`src/rtl/tcbm_drive_link.sv`:
```
`default_nettype none
// ============================================================================
// Module   : tcbm_drive_link
// Purpose  : Drive-side TCBM paddle-bus protocol engine. Accepts a code byte
//            and one data byte per transaction from the host, answers with
//            ACK and status, and streams bytes to/from the drive controller.
// Revision : 1.0  initial release
// ============================================================================
module tcbm_drive_link #(
  parameter int TIMEOUT_CYCLES = 65535
) (
  input  logic       clock,
  input  logic       reset,
  input  logic [7:0] dat_i,
  output logic [7:0] dat_o,
  output logic       dat_oe,
  input  logic       dav_n,
  output logic       ack_n,
  output logic [1:0] st_o,
  output logic [7:0] rx_data,
  output logic       rx_cmd,
  output logic       rx_valid,
  input  logic       rx_ready,
  input  logic [1:0] rx_status,
  input  logic [7:0] tx_data,
  input  logic [1:0] tx_status,
  input  logic       tx_valid,
  output logic       tx_ready,
  output logic       busy,
  output logic       err
);

  localparam int            CNT_W    = $clog2(TIMEOUT_CYCLES);
  localparam logic [CNT_W-1:0] CNT_LAST = CNT_W'(TIMEOUT_CYCLES - 1);

  localparam logic [7:0] CODE_CMD  = 8'h81;
  localparam logic [7:0] CODE_DATA = 8'h83;
  localparam logic [7:0] CODE_TALK = 8'h84;

  localparam logic [2:0] S_IDLE      = 3'd0;
  localparam logic [2:0] S_CODE_ACK  = 3'd1;
  localparam logic [2:0] S_DATA_WAIT = 3'd2;
  localparam logic [2:0] S_RX_HOLD   = 3'd3;
  localparam logic [2:0] S_RX_ACK    = 3'd4;
  localparam logic [2:0] S_TX_WAIT   = 3'd5;
  localparam logic [2:0] S_TX_ACK    = 3'd6;
  localparam logic [2:0] S_ABORT     = 3'd7;

  logic [2:0]       state;
  logic [7:0]       code;
  logic             dav_meta;
  logic             dav_s;
  logic [CNT_W-1:0] tmo_cnt;
  logic             cnt_en;
  logic             leaving;
  logic             timeout_hit;

  assign busy = (state != S_IDLE);

  // Two-flop synchronizer for the asynchronous host DAV strobe.
  always_ff @(posedge clock) begin
    if (reset) begin
      dav_meta <= 1'b1;
      dav_s    <= 1'b1;
    end else begin
      dav_meta <= dav_n;
      dav_s    <= dav_meta;
    end
  end

  // Decide whether the host-wait timer runs and whether this cycle expires it;
  // a state exit in the same cycle takes priority over the timeout.
  always_comb begin
    cnt_en  = 1'b0;
    leaving = 1'b0;
    case (state)
      S_CODE_ACK, S_RX_ACK, S_TX_ACK: begin
        cnt_en  = 1'b1;
        leaving = dav_s;
      end
      S_DATA_WAIT: begin
        cnt_en  = 1'b1;
        leaving = ~dav_s;
      end
      default: begin
        cnt_en  = 1'b0;
        leaving = 1'b0;
      end
    endcase
    timeout_hit = cnt_en && !leaving && (tmo_cnt == CNT_LAST);
  end

  // Protocol state machine, host-side handshake outputs and timeout counter.
  always_ff @(posedge clock) begin
    if (reset) begin
      state    <= S_IDLE;
      code     <= 8'h00;
      tmo_cnt  <= '0;
      ack_n    <= 1'b1;
      dat_oe   <= 1'b0;
      dat_o    <= 8'h00;
      st_o     <= 2'b00;
      rx_data  <= 8'h00;
      rx_cmd   <= 1'b0;
      rx_valid <= 1'b0;
      tx_ready <= 1'b0;
      err      <= 1'b0;
    end else begin
      err <= 1'b0;
      if (cnt_en) begin
        tmo_cnt <= tmo_cnt + CNT_W'(1);
      end

      case (state)
        S_IDLE: begin
          if (!dav_s) begin
            code    <= dat_i;
            ack_n   <= 1'b0;
            state   <= S_CODE_ACK;
            tmo_cnt <= '0;
          end
        end
        S_CODE_ACK: begin
          if (dav_s) begin
            ack_n   <= 1'b1;
            tmo_cnt <= '0;
            if (code == CODE_CMD || code == CODE_DATA || code == CODE_TALK) begin
              state <= S_DATA_WAIT;
            end else begin
              err   <= 1'b1;
              state <= S_IDLE;
            end
          end
        end
        S_DATA_WAIT: begin
          if (!dav_s) begin
            tmo_cnt <= '0;
            if (code == CODE_TALK) begin
              tx_ready <= 1'b1;
              state    <= S_TX_WAIT;
            end else begin
              rx_data  <= dat_i;
              rx_cmd   <= (code == CODE_CMD);
              rx_valid <= 1'b1;
              state    <= S_RX_HOLD;
            end
          end
        end
        S_RX_HOLD: begin
          if (rx_ready && rx_valid) begin
            rx_valid <= 1'b0;
            st_o     <= rx_status;
            ack_n    <= 1'b0;
            state    <= S_RX_ACK;
            tmo_cnt  <= '0;
          end
        end
        S_RX_ACK: begin
          if (dav_s) begin
            ack_n   <= 1'b1;
            state   <= S_IDLE;
            tmo_cnt <= '0;
          end
        end
        S_TX_WAIT: begin
          if (tx_valid) begin
            dat_o    <= tx_data;
            dat_oe   <= 1'b1;
            st_o     <= tx_status;
            ack_n    <= 1'b0;
            tx_ready <= 1'b0;
            state    <= S_TX_ACK;
            tmo_cnt  <= '0;
          end
        end
        S_TX_ACK: begin
          if (dav_s) begin
            ack_n   <= 1'b1;
            dat_oe  <= 1'b0;
            state   <= S_IDLE;
            tmo_cnt <= '0;
          end
        end
        default: begin
          // ABORT: bus released, wait for the host to drop its strobe.
          ack_n  <= 1'b1;
          dat_oe <= 1'b0;
          if (dav_s) begin
            state   <= S_IDLE;
            tmo_cnt <= '0;
          end
        end
      endcase

      if (timeout_hit) begin
        err      <= 1'b1;
        rx_valid <= 1'b0;
        tx_ready <= 1'b0;
        dat_oe   <= 1'b0;
        st_o     <= 2'b00;
        ack_n    <= 1'b1;
        state    <= S_ABORT;
        tmo_cnt  <= '0;
      end
    end
  end

endmodule
`default_nettype wire
```
`config.mk`:
```
export PLATFORM = sky130hd
export DESIGN_NAME = tcbm_drive_link
export DESIGN_NICKNAME = d
export VERILOG_FILES = /design/src/rtl/tcbm_drive_link.sv
export SDC_FILE = /design/constraint.sdc
export NUM_CORES = 1
export LEC_CHECK = 0
export CAP_MARGIN = 0
export CELL_PAD_IN_SITES_DETAIL_PLACEMENT = 0
export CELL_PAD_IN_SITES_GLOBAL_PLACEMENT = 1
export CORE_MARGIN = 1.5
export CORE_UTILIZATION = 41
export DETAILED_ROUTE_END_ITERATION = 16
export PLACE_DENSITY_LB_ADDON = 0.1
export SETUP_SLACK_MARGIN = 0.3
export SYNTH_ARGS = -nofsm -noshare
export SYNTH_HDL_FRONTEND = slang
export SYNTH_SLANG_ARGS = --single-unit
```
`constraint.sdc`:
```
create_clock -name clock -period 3.81 [get_ports clock]
set_input_delay 0.5715 -clock clock [delete_from_list [all_inputs] [get_ports clock]]
set_output_delay 0.5715 -clock clock [all_outputs]
set_load 0.005 [all_outputs]
```
==> impl_metrics.py, run 1 <==
metrics = {
    "sta": {
        "setup_tns_ns": 0,
        "grt_setup_unrepaired": "false",
        "skew_ns": 0.00717,
        "timing_hold_violations_final": 0,
        "timing.final.max_slew_violations": 0,
        "max_freq_mhz": 401,
        "final.min_clock_period_ns": 2.50,
        "worst_pin_slew_ns": 0.792,
        "worst_slew_margin_rel": 0.471,
        "fin_crit_sh": 0.655,
        "setup_violations": 0,
    },
    "yosys": {
        "synth_area_leader_cell": "dfxtp_1",
        "netlist-cell-type-count": 47,
        "synth_enable_flop_cells": 0,
        "syn_avg_cell_area_um2": 8.82,
        "synth_warnings": 0,
        "synthCells": 278,
        "mapped_cell_area_um2": 2450,
        "mappedNetlistNets": 305,
        "ys_ff_latch": 53,
        "asyncSetResetFlopFracSynth": 0,
        "synth.top_cells.by_area": "dfxtp_1, mux2i_1, nor2_1",
        "ys.flop_type": "dfxtp_1",
        "seq_area_frac_synth": 0.433,
        "yosysTopAreaCellShare": 0.433,
    },
    "cts": {
        "path_clk_slew_ns": 0.09,
        "htreeDepth": 2,
        "max-clock-path-buffers": 2,
        "number_of_buffers_inserted_during_clock_tree_synthesis": 5,
        "clock_latency_on_the_worst_skew_pair_ns": 0.30,
        "clk_root_buffer_cell": "clkbuf_8",
        "cts_tree": "yes",
        "cts_resized": 0,
        "clock_sinks": 53,
        "ctsHoldBuffers": 0,
        "postCtsSetupRepairBufs": 0,
    },
    "placement": {
        "placed_cells_incl_taps": 386,
        "place.port_buffers": 49,
        "dpl_cell_area_um2": 2950,
        "dpl.hpwl_um": 3680,
        "gp_congestion": 0.802,
    },
    "run": {
        "max_cap_violations": 0,
    },
    "die": {
        "die_h_um": 80.3,
        "ios": 50,
        "core_um2": 5640,
        "die_w_um": 80.3,
        "dieArea_um2": 6450,
        "rows": 27,
        "effective_utilization_at_floorplan": 0.435,
    },
    "worst_hold_path": {
        "timing.hold.worst_endpoint": "dav_s",
        "hold_path_depth": 1,
        "timing.hold.worst.class": "reg2reg",
        "hold_path.startpoint": "dav_meta",
    },
    "global_route": {
        "track_usage": 0.180,
        "first_global_vias": 1990,
        "grt_antenna_before_repair": 0,
        "global_route_wire_length_before_repair_um": 9130,
        "grt_max_degree": 23,
        "overflow": 0,
    },
    "setup_path": {
        "critical_path_cell_sequence": "or3_4 > clkdlybuf4s50_1",
        "cpPeakStageDelay_ns": 0.85,
        "worst_ep_required_time_ns": 3.24,
        "critical-path-top-delay-family": "flip-flops",
        "cp_slowest_cell": "dfxtp_1",
        "critPathMaxFanout": 22,
        "setup.reg_to_reg.worst_slack_ns": 1.61,
        "path_class": "reg2out",
        "critical_path.startpoint_type": "flop",
        "cp_num_buf_inv": 1,
        "critPathCaptureType": "primary output",
        "rr_endpoint": "tmo_cnt[1]",
        "crit_arrival_ns": 1.92,
        "r2r_start": "state[1]",
        "worstRegToRegCells": 5,
    },
    "finish": {
        "mostFrequentLayoutCells": "dfxtp_1, clkdlybuf4s50_1, nor2_1, nand2_1, mux2i_1",
        "most_frequent_standard_cell_in_the_layout_excluding_fill_and_tap_cells": "dfxtp_1",
        "stdcell_area_um2": 3070,
        "n_antenna_cell": 0,
        "final_layout_size_suffix_gt1_frac": 0.0839,
        "nNetsFinal": 348,
        "finalNonFillerCells": 394,
        "area_growth_syn_to_layout_pct": 25.4,
        "fillCellCount": 539,
        "finish.utilization": 0.545,
    },
    "outcome": {
        "status": "finished clean",
    },
    "drt": {
        "detailroute.via_count": 1998,
        "drt.antenna.violating_nets": 0,
        "viasPerCell": 5.07,
        "wirelength_um": 5020,
        "route.detailed.drc": 0,
        "drt_first_iter_violations": 67,
        "firstDrtPassIters": 5,
        "detail_route.wl_per_cell_um": 12.7,
    },
    "pwr": {
        "total_power_divided_by_cell_area_nw_per_um2": 359,
        "tot_pwr_uw": 1100,
        "power.leakage_uw": 0.00117,
        "irDropWorstVdd_v": 0.000187,
    },
}
## registers in the layout, summed over array words and instances (netlist names)
register / cells
ack_n: 1
code: 8
dat_o: 8
dat_oe: 1
dav_meta: 1
dav_s: 1
err: 1
rx_cmd: 1
rx_data: 8
rx_valid: 1
st_o: 2
state: 3
tmo_cnt: 16
tx_ready: 1
## stage by stage
stage	hold WS, ns	setup WS [ns]
final	0.432	1.31
after global routing	0.457	1.18
after CTS	0.448	1.27
after detailed placement	0.436	1.34
after global placement	0.425	1.41
after floorplan	0.389	2.16
## per-layer routing
| metal | track usage | share of wire | vias up |
|---|---|---|---|
| li1 | - | - | 1033 |
| met1 | 0.243 | 0.48 | 908 |
| met2 | 0.282 | 0.44 | 52 |
| met3 | 0.0432 | 0.065 | 5 |
| met4 | 0.0569 | 0.013 | 0 |
| met5 | 0 | 0 | - |
## worst max-delay path by stage
stage                  start         end  slack (ns)  cells past startpoint
floorplan            code[4]  rx_data[7]        2.16                      5
global placement    tx_valid  tmo_cnt[1]        1.41                      6
detailed placement  tx_valid  tmo_cnt[1]        1.34                      6
CTS                 state[0]        busy        1.27                      2
global route        state[0]        busy        1.18                      2
finish              state[0]        busy        1.31                      2
## logic make-up after synthesis
logic type	Yosys count	share of synthesized area
AND/OR/NAND/NOR	125	0.261
flip-flops	53	0.433
adder cells (fa/ha/maj)	2	0.0102
multiplexers	20	0.0827
AO/OA/AOI/OAI	41	0.107
buffers and inverters	20	0.0459
XOR/XNOR	17	0.0607
## power by group
part	internal [uW]	leakage [uW]	switching, uW
clock network	214	0.0000574	177
registers	568	0.000428	21.5
logic	67.6	0.000681	56.2
total	849	0.00117	255
## Yosys cell counts (all sizes together) (5+ instances only)
cell,instances
clkbuf,6
nand3,11
inv,5
o21ai,9
nor3,5
nand2b,8
xnor2,7
mux2i,18
buf,9
nor2,45
a21oi,16
nand2,31
xor2,10
dfxtp,53
## layout make-up
cell class	instances	area [um2]	share of cell area
Multi-Input combinational cell	205	1280	0.416
Sequential cell	53	1060	0.345
Timing Repair Buffer	51	505	0.164
Tap cell	72	90.1	0.0293
Clock buffer	6	82.6	0.0269
Clock inverter	2	37.5	0.0122
Inverter	5	18.8	0.00611
Note: power is estimated with default switching activity, not from simulation.
==> run 2: changes to the inputs <==
--- a/config.mk
+++ b/config.mk
@@ -9,7 +9,7 @@
 export CELL_PAD_IN_SITES_DETAIL_PLACEMENT = 0
 export CELL_PAD_IN_SITES_GLOBAL_PLACEMENT = 1
 export CORE_MARGIN = 1.5
-export CORE_UTILIZATION = 41
+export CORE_UTILIZATION = 38
 export DETAILED_ROUTE_END_ITERATION = 16
 export PLACE_DENSITY_LB_ADDON = 0.1
 export SETUP_SLACK_MARGIN = 0.3
==> constraint.sdc (replaced) <==
create_clock -name clock -period 2.3 [get_ports clock]
set_input_delay 0.345 -clock clock [delete_from_list [all_inputs] [get_ports clock]]
set_output_delay 0.345 -clock clock [all_outputs]
set_load 0.005 [all_outputs]
==> run 2 against run 1 <==
Global-route usage shrank 1.5 points. Via count grew 2.2%. Core utilization shrank 3.6 points. Critical path depth is the same. Final cell count grew 4.6%. Die area grew 7.6%. Non-clock buffer count grew 13. Critical path type unchanged.
==> impl_metrics.py, run 2 (synthesis gave the netlist of run 1 again) <==
metrics = {
    "cts": {
        "cts_tree": "yes",
        "clock_latency_on_the_worst_skew_pair_ns": 0.31,
        "clk_root_buffer_cell": "clkbuf_8",
        "number_of_buffers_inserted_during_clock_tree_synthesis": 5,
        "ctsHoldBuffers": 0,
        "max-clock-path-buffers": 2,
        "htreeDepth": 2,
        "clock_sinks": 53,
        "path_clk_slew_ns": 0.09,
    },
    "drt": {
        "viasPerCell": 4.95,
        "route.detailed.drc": 0,
        "drt.antenna.violating_nets": 0,
        "detail_route.wl_per_cell_um": 13.0,
        "detailroute.via_count": 2041,
        "drt_first_iter_violations": 132,
        "wirelength_um": 5340,
        "firstDrtPassIters": 4,
    },
    "setup_path": {
        "critPathCaptureType": "primary output",
        "rr_endpoint": "state[2]",
        "crit_start": "state[2]",
        "worst_setup_path_endpoint": "busy",
        "critPathMaxFanout": 14,
        "crit_arrival_ns": 1.58,
        "path_class": "reg2out",
        "critical_path.startpoint_type": "flop",
        "worstRegToRegCells": 6,
        "setup.reg_to_reg.worst_slack_ns": 0.45,
        "r2r_start": "code[4]",
        "worst_ep_required_time_ns": 1.96,
    },
    "sta": {
        "timing_hold_violations_final": 0,
        "setup_violations": 0,
        "setup_tns_ns": 0,
        "worst_slack_ns": 0.374,
        "fin_crit_sh": 0.837,
        "skew_ns": 0.00480,
        "timing.final.max_slew_violations": 0,
        "max_freq_mhz": 519,
        "grt_setup_unrepaired": "true",
        "final.min_clock_period_ns": 1.93,
        "worst_pin_slew_ns": 0.407,
        "worst_slew_margin_rel": 0.727,
    },
    "finish": {
        "register_with_the_most_flip_flops": "tmo_cnt",
        "area_growth_syn_to_layout_pct": 30.2,
        "mostFrequentLayoutCells": "dfxtp_1, clkdlybuf4s50_1, nor2_1, nand2_1, mux2i_1",
        "largest_register_ff_count": 16,
        "nNetsFinal": 361,
        "final_layout_size_suffix_gt1_frac": 0.128,
        "n_antenna_cell": 0,
        "fillCellCount": 637,
    },
    "placement": {
        "place.port_buffers": 49,
        "dpl.hpwl_um": 3850,
        "placement.setup.worst_slack_ns": -0.0248,
        "gp_congestion": 0.775,
    },
    "pwr": {
        "cellInternalPower_uw": 1420,
        "power.leakage_uw": 0.00123,
        "irDropWorstVdd_v": 0.000386,
        "sequentialPowerShare": 0.524,
        "p_sw_uw": 437,
        "swShare": 0.236,
        "combPwrFrac": 0.121,
        "total_power_divided_by_cell_area_nw_per_um2": 580,
        "tot_pwr_uw": 1850,
        "share_of_total_power_in_the_clock_network": 0.355,
    },
    "die": {
        "die_h_um": 83.3,
        "dieArea_um2": 6940,
        "ios": 50,
        "core_um2": 6280,
        "effective_utilization_at_floorplan": 0.391,
        "rows": 29,
        "die_w_um": 83.3,
    },
    "outcome": {
        "status": "finished clean",
    },
    "global_route": {
        "first_global_vias": 2040,
        "track_usage": 0.165,
        "grt_max_degree": 31,
        "overflow": 0,
        "global_route_wire_length_before_repair_um": 9360,
        "grt_antenna_before_repair": 0,
    },
    "worst_hold_path": {
        "timing.hold.worst.class": "reg2reg",
    },
    "run": {
        "max_cap_violations": 0,
    },
}
==> run 2: cell count changes in the layout (fill, tap and decap cells not counted) <==
| cell | previous run | this run |
|---|---|---|
| dfxtp_4 | 0 | 2 |
| dfxtp_1 | 53 | 49 |
| buf_4 | 2 | 15 |
| clkbuf_1 | 0 | 1 |
| clkinvlp_4 | 1 | 0 |
| o31ai_4 | 0 | 1 |
| o31ai_2 | 1 | 0 |
| dfxtp_2 | 0 | 2 |
==> run 2: how the worst min path moves through the flow <==
stage                   from  endpoint  slack [ns]  depth (start not counted)
floorplan           dav_meta     dav_s        0.39                          1
global placement    dav_meta     dav_s        0.40                          1
detailed placement  dav_meta     dav_s        0.40                          1
CTS                 dav_meta     dav_s        0.42                          1
global route        dav_meta     dav_s        0.44                          1
finish              dav_meta     dav_s        0.41                          1
==> run 2: final cells by class <==
class | instances | area (um2) | share of cell area
clock inverter | 1 | 30.0 | 0.00940
sequential | 53 | 1070 | 0.335
clock buffer | 7 | 86.3 | 0.0270
timing repair buffer | 64 | 603 | 0.189
multi-input combinational | 205 | 1290 | 0.403
inverter | 5 | 18.8 | 0.00588
tap | 77 | 96.3 | 0.0302
==> run 2: power groups by stage <==
stage | clock network, uW | logic, uW | registers [uW]
3_5_place_dp | 0 | 226 | 993
2_1_floorplan | 0 | 147 | 975
6_report | 658 | 224 | 971
4_1_cts | 686 | 227 | 972
3_3_place_gp | 0 | 224 | 992
5_1_grt | 719 | 249 | 978
==> run 2: critical path, stage by stage (launching register included) <==
cell	delay (ns)
dfxtp_4	0.41
or3_4	0.41
clkdlybuf4s50_1	0.45
==> run 2: what timing repair did <==
item                                    in CTS  in global routing
setup buffers                                0                  2
resized for setup                            4                  3
endpoints found under the setup margin      12                 20
pin swaps                                    1                  1
==> run 2: metal layers <==
layer,GRT usage,part of all wire,up-vias,wire [um]
li1,-,-,1056,-
met1,0.208,0.46,945,2480
met2,0.279,0.49,36,2600
met3,0.0437,0.039,4,210
met4,0.0409,0.0086,0,46
met5,0,0,-,0
==> run 2: through the flow <==
stage | area (um2) | std cells | hold WS, ns | utilization
final | 3190 | 412 | 0.413 | 0.509
after global routing | 3190 | 412 | 0.435 | 0.509
after CTS | 3170 | 410 | 0.418 | 0.505
after detailed placement | 3040 | 402 | 0.399 | 0.485
after global placement | 3040 | 402 | 0.403 | 0.485
after floorplan | 2450 | 278 | 0.389 | -
